**config.mk**
```make
export PLATFORM = sky130hd
export DESIGN_NAME = gnrl_cdc_tx
export DESIGN_NICKNAME = d
export VERILOG_FILES = /design/src/rtl/gnrl_cdc_tx.sv
export SDC_FILE = /design/constraint.sdc
export NUM_CORES = 1
export LEC_CHECK = 0
export ABC_AREA = 1
export CORE_ASPECT_RATIO = 1.5
export CORE_UTILIZATION = 49
export CTS_BUF_LIST = sky130_fd_sc_hd__clkbuf_4 sky130_fd_sc_hd__clkbuf_8
export CTS_CLUSTER_DIAMETER = 200
export CTS_CLUSTER_SIZE = 24
export DETAILED_ROUTE_END_ITERATION = 8
export DONT_BUFFER_PORTS = 1
export PLACE_DENSITY = 0.68
export REMOVE_ABC_BUFFERS = 1
export SYNTH_ARGS = -nofsm -noshare
export SYNTH_HDL_FRONTEND = slang
export SYNTH_SLANG_ARGS = --single-unit
```
**constraint.sdc**
```tcl
create_clock -name i_clk -period 4.2 [get_ports i_clk]
set_input_delay 1.26 -clock i_clk [delete_from_list [all_inputs] [get_ports i_clk]]
set_output_delay 1.26 -clock i_clk [all_outputs]
set_load 0.005 [all_outputs]
```
**src/rtl/gnrl_cdc_tx.sv**
```systemverilog
// Source-side transmitter for a four-phase req/ack clock-domain crossing.
// Holds one word on o_data while o_req is high, then waits for the synchronized ack to rise and fall.
module gnrl_cdc_tx #(
  parameter int unsigned   DW            = 8,
  parameter logic [DW-1:0] DEF_VAL       = '0,
  parameter int unsigned   SYNC_PIPE_NUM = 2,
  parameter int unsigned   TMO_CYC       = 1024
) (
  input  logic          i_clk,
  input  logic          i_rst_n,
  input  logic          i_vld,
  input  logic [DW-1:0] i_data,
  output logic          o_rdy,
  output logic          o_req,
  output logic [DW-1:0] o_data,
  input  logic          i_ack,
  output logic          o_done,
  output logic          o_tmo
);

  localparam int unsigned CW      = (TMO_CYC > 0) ? $clog2(TMO_CYC + 1) : 1;
  localparam logic [CW-1:0] TMO_LIM = CW'(TMO_CYC);

  typedef enum logic [1:0] {
    IDLE,
    REQ,
    REL
  } state_t;

  state_t                   state;
  state_t                   state_d;
  logic [SYNC_PIPE_NUM-1:0] sync_q;
  logic                     ack_s;
  logic                     req_d;
  logic                     done_d;
  logic                     tmo_d;
  logic [DW-1:0]            data_d;
  logic [CW-1:0]            cnt;
  logic [CW-1:0]            cnt_d;

  // Ack synchronizer; the FSM only ever looks at the last stage.
  always_ff @(posedge i_clk) begin
    if (!i_rst_n) begin
      sync_q <= '0;
    end else begin
      sync_q <= {sync_q[SYNC_PIPE_NUM-2:0], i_ack};
    end
  end

  assign ack_s = sync_q[SYNC_PIPE_NUM-1];

  // A stale ack (e.g. still high after a reset) must fall before a new word is taken.
  assign o_rdy = (state == IDLE) & ~ack_s;

  always_ff @(posedge i_clk) begin
    if (!i_rst_n) begin
      state  <= IDLE;
      o_req  <= 1'b0;
      o_data <= DEF_VAL;
      o_done <= 1'b0;
      o_tmo  <= 1'b0;
      cnt    <= '0;
    end else begin
      state  <= state_d;
      o_req  <= req_d;
      o_data <= data_d;
      o_done <= done_d;
      o_tmo  <= tmo_d;
      cnt    <= cnt_d;
    end
  end

  always_comb begin
    state_d = state;
    req_d   = o_req;
    data_d  = o_data;
    done_d  = 1'b0;
    tmo_d   = o_tmo;
    cnt_d   = cnt;
    unique case (state)
      IDLE: begin
        if (i_vld && o_rdy) begin
          data_d  = i_data;
          req_d   = 1'b1;
          cnt_d   = '0;
          state_d = REQ;
        end
      end
      REQ: begin
        if (ack_s) begin
          req_d   = 1'b0;
          done_d  = 1'b1;
          state_d = REL;
        end else if (TMO_CYC != 0) begin
          // Watchdog only flags; the transfer keeps waiting for ack.
          if (cnt != TMO_LIM) begin
            cnt_d = cnt + CW'(1);
          end
          if (cnt_d == TMO_LIM) begin
            tmo_d = 1'b1;
          end
        end
      end
      REL: begin
        if (!ack_s) begin
          state_d = IDLE;
        end
      end
      default: begin
        state_d = IDLE;
      end
    endcase
  end

endmodule

```
==> reports/qor.txt <==
Status: finished clean
Area delta synth->final: 3.20%
Worst skew pair latency: 320 ps
CP Capture Type: output port
CP cell instances: nor3_1, buf_4
Distinct cells, synth: 23
Worst hold margin: 444 ps
Worst min-delay path category: reg -> reg
Leak: 0.498 nW
Total Nets Final: 194
DR iter-0 viols: 29
Slowest cell on the critical path: dfxtp_1
Worst setup path class: reg -> out
Die ar.: 2760 µm²
Commonest non-fill, non-tap cell in the layout: nand2_1
DIE WIDTH: 43.2 µm
Fillers: 242
Footprint of the multi-input gates: 643 µm²
Most frequent cells in the layout: nand2_1, dfxtp_1, a21oi_1
Crit. Startpoint: state[1]$_SDFFE_PN0P_
Worst ir drop on vdd: 325 µV
# IOs: 24
Worst-margin pin slew: 966 ps
R2R cell count: 6
Post-synthesis sequential area ratio: 41.6%
Maximum fanout along the worst path: 11
Fin. Hold Viols: 0
Setup violations, final: 0
Gr usage total: 21.4%
Vias: 1126
Crit path buf inv count: 1
Crit path max-delay family: flip-flops
Crit Reg-Reg Endpoint: cnt[4]$_SDFFE_PN0P_
Synth Cell Area: 1250 µm²
Synth Instances: 180
GRT overflow: 0
Initial Utilization: 51.6%
Worst r2r src: state[1]$_SDFFE_PN0P_
CTS root buffer: clkbuf_4
Relative slew slack: 35.6%
# DRC: 0
H-tree depth: 1
Max-cap violations: 0
CTS sink cnt: 26
F_max: 0.430 GHz
Post-DR vias/cell: 5.55
CTS tree: done
Final WL: 2.58 mm
Total CTS buffers: 3
CTS resizes: 0
Longest Clk Path Bufs: 2
Internal reg-to-reg setup slack: 2350 ps
Crit path to: o_rdy
Area post-placement: 1250 µm²
Rows: 22
Final cycle utilization of the critical path: 55.4%
WP data arrival: 1070 ps
Clock slew at reported path FFs: 130 ps
Pre-antenna DRT Iters: 4
Core Area: 2420 µm²
Vias in the first global route: 1115
Ys Warns: 0
Critical path's largest stage delay: 350 ps
ANT nets after route: 0
Storage cell area: 520 µm²
Share of layout cells above drive strength 1: 7.82%
I/O Buffers: 0
Ant diodes: 0
Initial antenna violation count: 0
Post-route cell area: 1290 µm²
Avg Cell Area, Syn: 6.94 µm²
Startpoint Class: flip-flop
WP depth: 2
Die Y: 63.9 µm
Finished Core Util: 53.3%
Final Max Slew Viols: 0
Unrepaired setup endpoints after global routing: no
Crit path time final: 2330 ps
GP Congestion: 0.859
Dpl hpwl: 1.97 mm
Synth Register Bits: 26
Hold-fix buffers at CTS: 0
PD cells: 330 nW/µm²
Drt wl/cell: 12.7 µm
Wire length of the first global-routing pass: 4.50 mm
Setup TNS: 0 ps
CP required: 2940 ps
Largest net degree at the start of global routing: 25
Post-CTS setup buffer count: 0
Final Skew: 3.17 ps
[per-stage QoR]
step | worst slack (ps) | cells | total power [mW]
final | 1870 | 203 | 0.426
after global routing | 1800 | 203 | 0.446
after CTS | 1850 | 203 | 0.431
after detailed placement | 1770 | 199 | 0.307
after global placement | 1870 | 199 | 0.305
after floorplan | 1960 | 174 | 0.295
[power by group]
| group | internal, mW | switching [mW] |
|---|---|---|
| clock | 0.0531 | 0.0723 |
| combinational | 0.0114 | 0.0265 |
| sequential | 0.256 | 0.00683 |
| total | 0.320 | 0.106 |
[worst min path at each step]
stage | from | end | cells past startpoint
6_report | sync_q[0]$_SDFF_PN0_ | sync_q[1]$_SDFF_PN0_ | 2
5_1_grt | sync_q[0]$_SDFF_PN0_ | sync_q[1]$_SDFF_PN0_ | 2
4_1_cts | sync_q[0]$_SDFF_PN0_ | sync_q[1]$_SDFF_PN0_ | 2
3_5_place_dp | sync_q[0]$_SDFF_PN0_ | sync_q[1]$_SDFF_PN0_ | 2
3_3_place_gp | sync_q[0]$_SDFF_PN0_ | sync_q[1]$_SDFF_PN0_ | 2
2_1_floorplan | sync_q[0]$_SDFF_PN0_ | sync_q[1]$_SDFF_PN0_ | 2
[synth_stat cells]
master | n | area [µm²]
nor2_1 | 14 | 52.6
buf_2 | 3 | 15.0
nand3_2 | 2 | 20.0
nor2_4 | 1 | 11.3
nand4_1 | 1 | 6.26
nor3_1 | 3 | 15.0
o21ai_1 | 1 | 5.00
nand2_1 | 58 | 218
ha_1 | 2 | 25.0
inv_1 | 13 | 48.8
clkbuf_1 | 2 | 7.51
nand3_1 | 17 | 85.1
xor2_1 | 3 | 26.3
inv_2 | 1 | 3.75
nand2_2 | 2 | 12.5
nor2_2 | 2 | 12.5
a21oi_1 | 22 | 110
o21bai_1 | 1 | 7.51
dfxtp_1 | 26 | 521
nand3b_1 | 2 | 15.0
a21oi_2 | 1 | 8.76
buf_6 | 1 | 11.3
or2_1 | 2 | 12.5
[cell type report]
class	count	area share, %
multi-input cells	134	49.9
repair buffers	1	0.582
clock buffers	4	2.81
inverters	14	4.07
flip-flops and latches	26	40.3
well taps	24	2.33
[per-layer routing]
metal  part of all wire (%)  track usage, %  vias to the layer above
met2                     55            39.0                       30
met4                    2.3            12.5                        0
met3                    4.4            3.11                        5
li1                       -               -                      575
met1                     38            22.2                      516
met5                      0               0                        -
[worst min-delay path, cell delays in order, from the launching register on]
cell and delay (ps):
dfxtp_1 330, nand2_1 60, inv_1 30
[sequential cells by signal (all words and copies together), names as in the netlist]
signal	flops
cnt	11
o_data	8
state	2
sync_q	2
o_done	1
o_req	1
o_tmo	1
[kinds of logic after synthesis]
| kind of cell | count (synthesis) | share of synthesized area [%] |
|---|---|---|
| simple gates | 104 | 36.8 |
| compound gates | 25 | 10.5 |
| flops | 26 | 41.6 |
| xor+xnor | 3 | 2.10 |
| buf+inv | 20 | 6.91 |
| fa+ha+maj | 2 | 2.00 |
No activity file was read; power rests on OpenSTA's default activity.
==> patch: new RTL, same flow settings <==
Make the reset (`i_rst_n`) asynchronous in 2 clocked blocks.
--- a/src/rtl/gnrl_cdc_tx.sv
+++ b/src/rtl/gnrl_cdc_tx.sv
@@ -41,3 +41,3 @@
   // Ack synchronizer; the FSM only ever looks at the last stage.
-  always_ff @(posedge i_clk) begin
+  always_ff @(posedge i_clk or negedge i_rst_n) begin
     if (!i_rst_n) begin
@@ -54,3 +54,3 @@
 
-  always_ff @(posedge i_clk) begin
+  always_ff @(posedge i_clk or negedge i_rst_n) begin
     if (!i_rst_n) begin
Function: differs if i_rst_n is asserted again (counterexample within 4 cycles, from zero or initial values and one cycle with i_rst_n low); with i_rst_n held inactive, the same outputs for 10 cycles.
==> patch against the original RTL <==
The flow now finishes with violations (DRC); die area up 2.6%; synthesized area up 2.7%; design area up 4.1%; sequential cell count unchanged; utilization up 0.94 points; routed wire length down 12%; register-to-register slack better by 0.30 ns; first-iteration DRC count up 48%; worst setup slack better by 0.018 ns; final cell count down 21%; largest cell class is now registers.
Power is not compared: it rests on default switching activity, and its combinational part moved more than twofold at a synthesized area within 25%.
==> patch: results (changes against the original RTL) <==
pre-CTS setup slack 2.24 ns (+0.465 ns); hold path cells 0 (-2); number of synthesis warnings 0 (unchanged); outcome complete, but fails checks; HPWL Detailed 1710 um (-13%); vias 915 (-19%); drt first pass iters 6 (+2); final estimated routing congestion in global placement 0.903 (+5.2%); Buffers on Ports 0 (unchanged); top post-synthesis cells by area dfrtp_1 51%, nand2_1 7.0%, mux2_2 5.3%; Synth cell types 23 (unchanged); first-pass GRT wire length 3980 um (-11%); commonest cells in the synthesized netlist 26 x dfrtp_1, 24 x nand2_1, 15 x inv_1; deepest clock path buffer count 2 (unchanged); total CTS buffers 3 (unchanged); Slew @ Worst Pin 0.273 ns (-0.693 ns); worst-skew pair later-pin latency 0.31 ns; Synth async-reset ratio 1.00 (+1.00); Psw 0.163 mW; total number of sequential cells 26 (unchanged); Max FO, Critical Path 5 (-6); HP Class flop to flop; CP max-delay cell dfrtp_1; number of DRC markers in iteration 0 43 (+48%); multi-input logic area 562 um2 (-13%); CP delay by family, top flip-flops; clock slew at reported path FFs 0.13 ns (about the same); comb_multi_in 90 (-33%); # fillers 220 (-9.1%); vias in the first global route 965 (-13%); Repair and plain buffers 0 (-1); Reg area 651 um2 (+25%); CTS resizes 0 (unchanged); most common cell in the synthesized netlist dfrtp_1; slowest stage delay, CP 0.49 ns (+0.14 ns); Signal buf overhead 0 (-0.00582); htree depth 1 (unchanged); initial antenna violation count 0 (unchanged); Non-clock inverters 17 (+3); Final clock-cell share 0.0270 (-0.00110); sequential cell area fraction in the yosys report 0.507 (+0.0904); failing checks DRC; FF-to-FF path depth 8 (+2); pin count of the biggest net entering global routing 27 (+8.0%); Overall Global Routing Usage 0.189 (-0.0254); clkbuf count 4 (unchanged); Fin Clk Skew 0.00394 ns (+0.000776 ns); Residual DRC 1 (+1); Final #Nets 152 (-22%); routed wire length 2260 um (-12%); layout cell share with drive strength beyond 1 0.197 (+0.119)
==> patch: cell families after synthesis <==
group | Yosys count | synth area share
and+or+nand+nor | 60 | 0.249
DFF | 26 | 0.507
buffers and inverters | 18 | 0.0556
AOI/OAI and AO/OA | 15 | 0.0653
muxes | 8 | 0.0702
xor gates and xnor gates | 5 | 0.0341
adders and majority gates | 2 | 0.0195
==> patch: per-layer routing <==
metal / global-route usage / part of all wire
met5: 0 / 0
met1: 0.226 / 0.42
met4: 0.105 / 0.017
met3: 0.0279 / 0.049
met2: 0.315 / 0.52
==> patch: power groups by stage <==
stage	sequential, mW	clock (mW)	combinational, mW
final	0.331	0.122	0.102
after global routing	0.336	0.137	0.114
after CTS	0.332	0.127	0.101
after detailed placement	0.337	0	0.101
after global placement	0.335	0	0.0965
after floorplan	0.327	0	0.0825
==> patch: stage by stage <==
stage               instances  instance area (um2)  hold WS [ns]  utilization  total power [mW]
global placement          157                 1310         0.335        0.527             0.432
finish                    161                 1340         0.368        0.542             0.555
detailed placement        157                 1310         0.340        0.527             0.438
CTS                       161                 1340         0.371        0.542             0.560
floorplan                 133                 1280         0.331            -             0.410
global route              161                 1340         0.386        0.542             0.587
==> patch: path summary, 6_finish.rpt <==
kind                                 startpoint                   to  slack [ns]
min                         sync_q[0]$_DFF_PN0_  sync_q[1]$_DFF_PN0_        0.37
min in group asynchronous               i_rst_n   cnt[7]$_DFFE_PN0P_        0.62
min reg2reg                 sync_q[0]$_DFF_PN0_  sync_q[1]$_DFF_PN0_        0.37
max in group asynchronous               i_rst_n   cnt[9]$_DFFE_PN0P_        3.50
max                        state[1]$_DFFE_PN0P_                o_rdy        1.89
max reg2reg                  cnt[0]$_DFFE_PN0P_    o_tmo$_DFFE_PN0P_        2.65
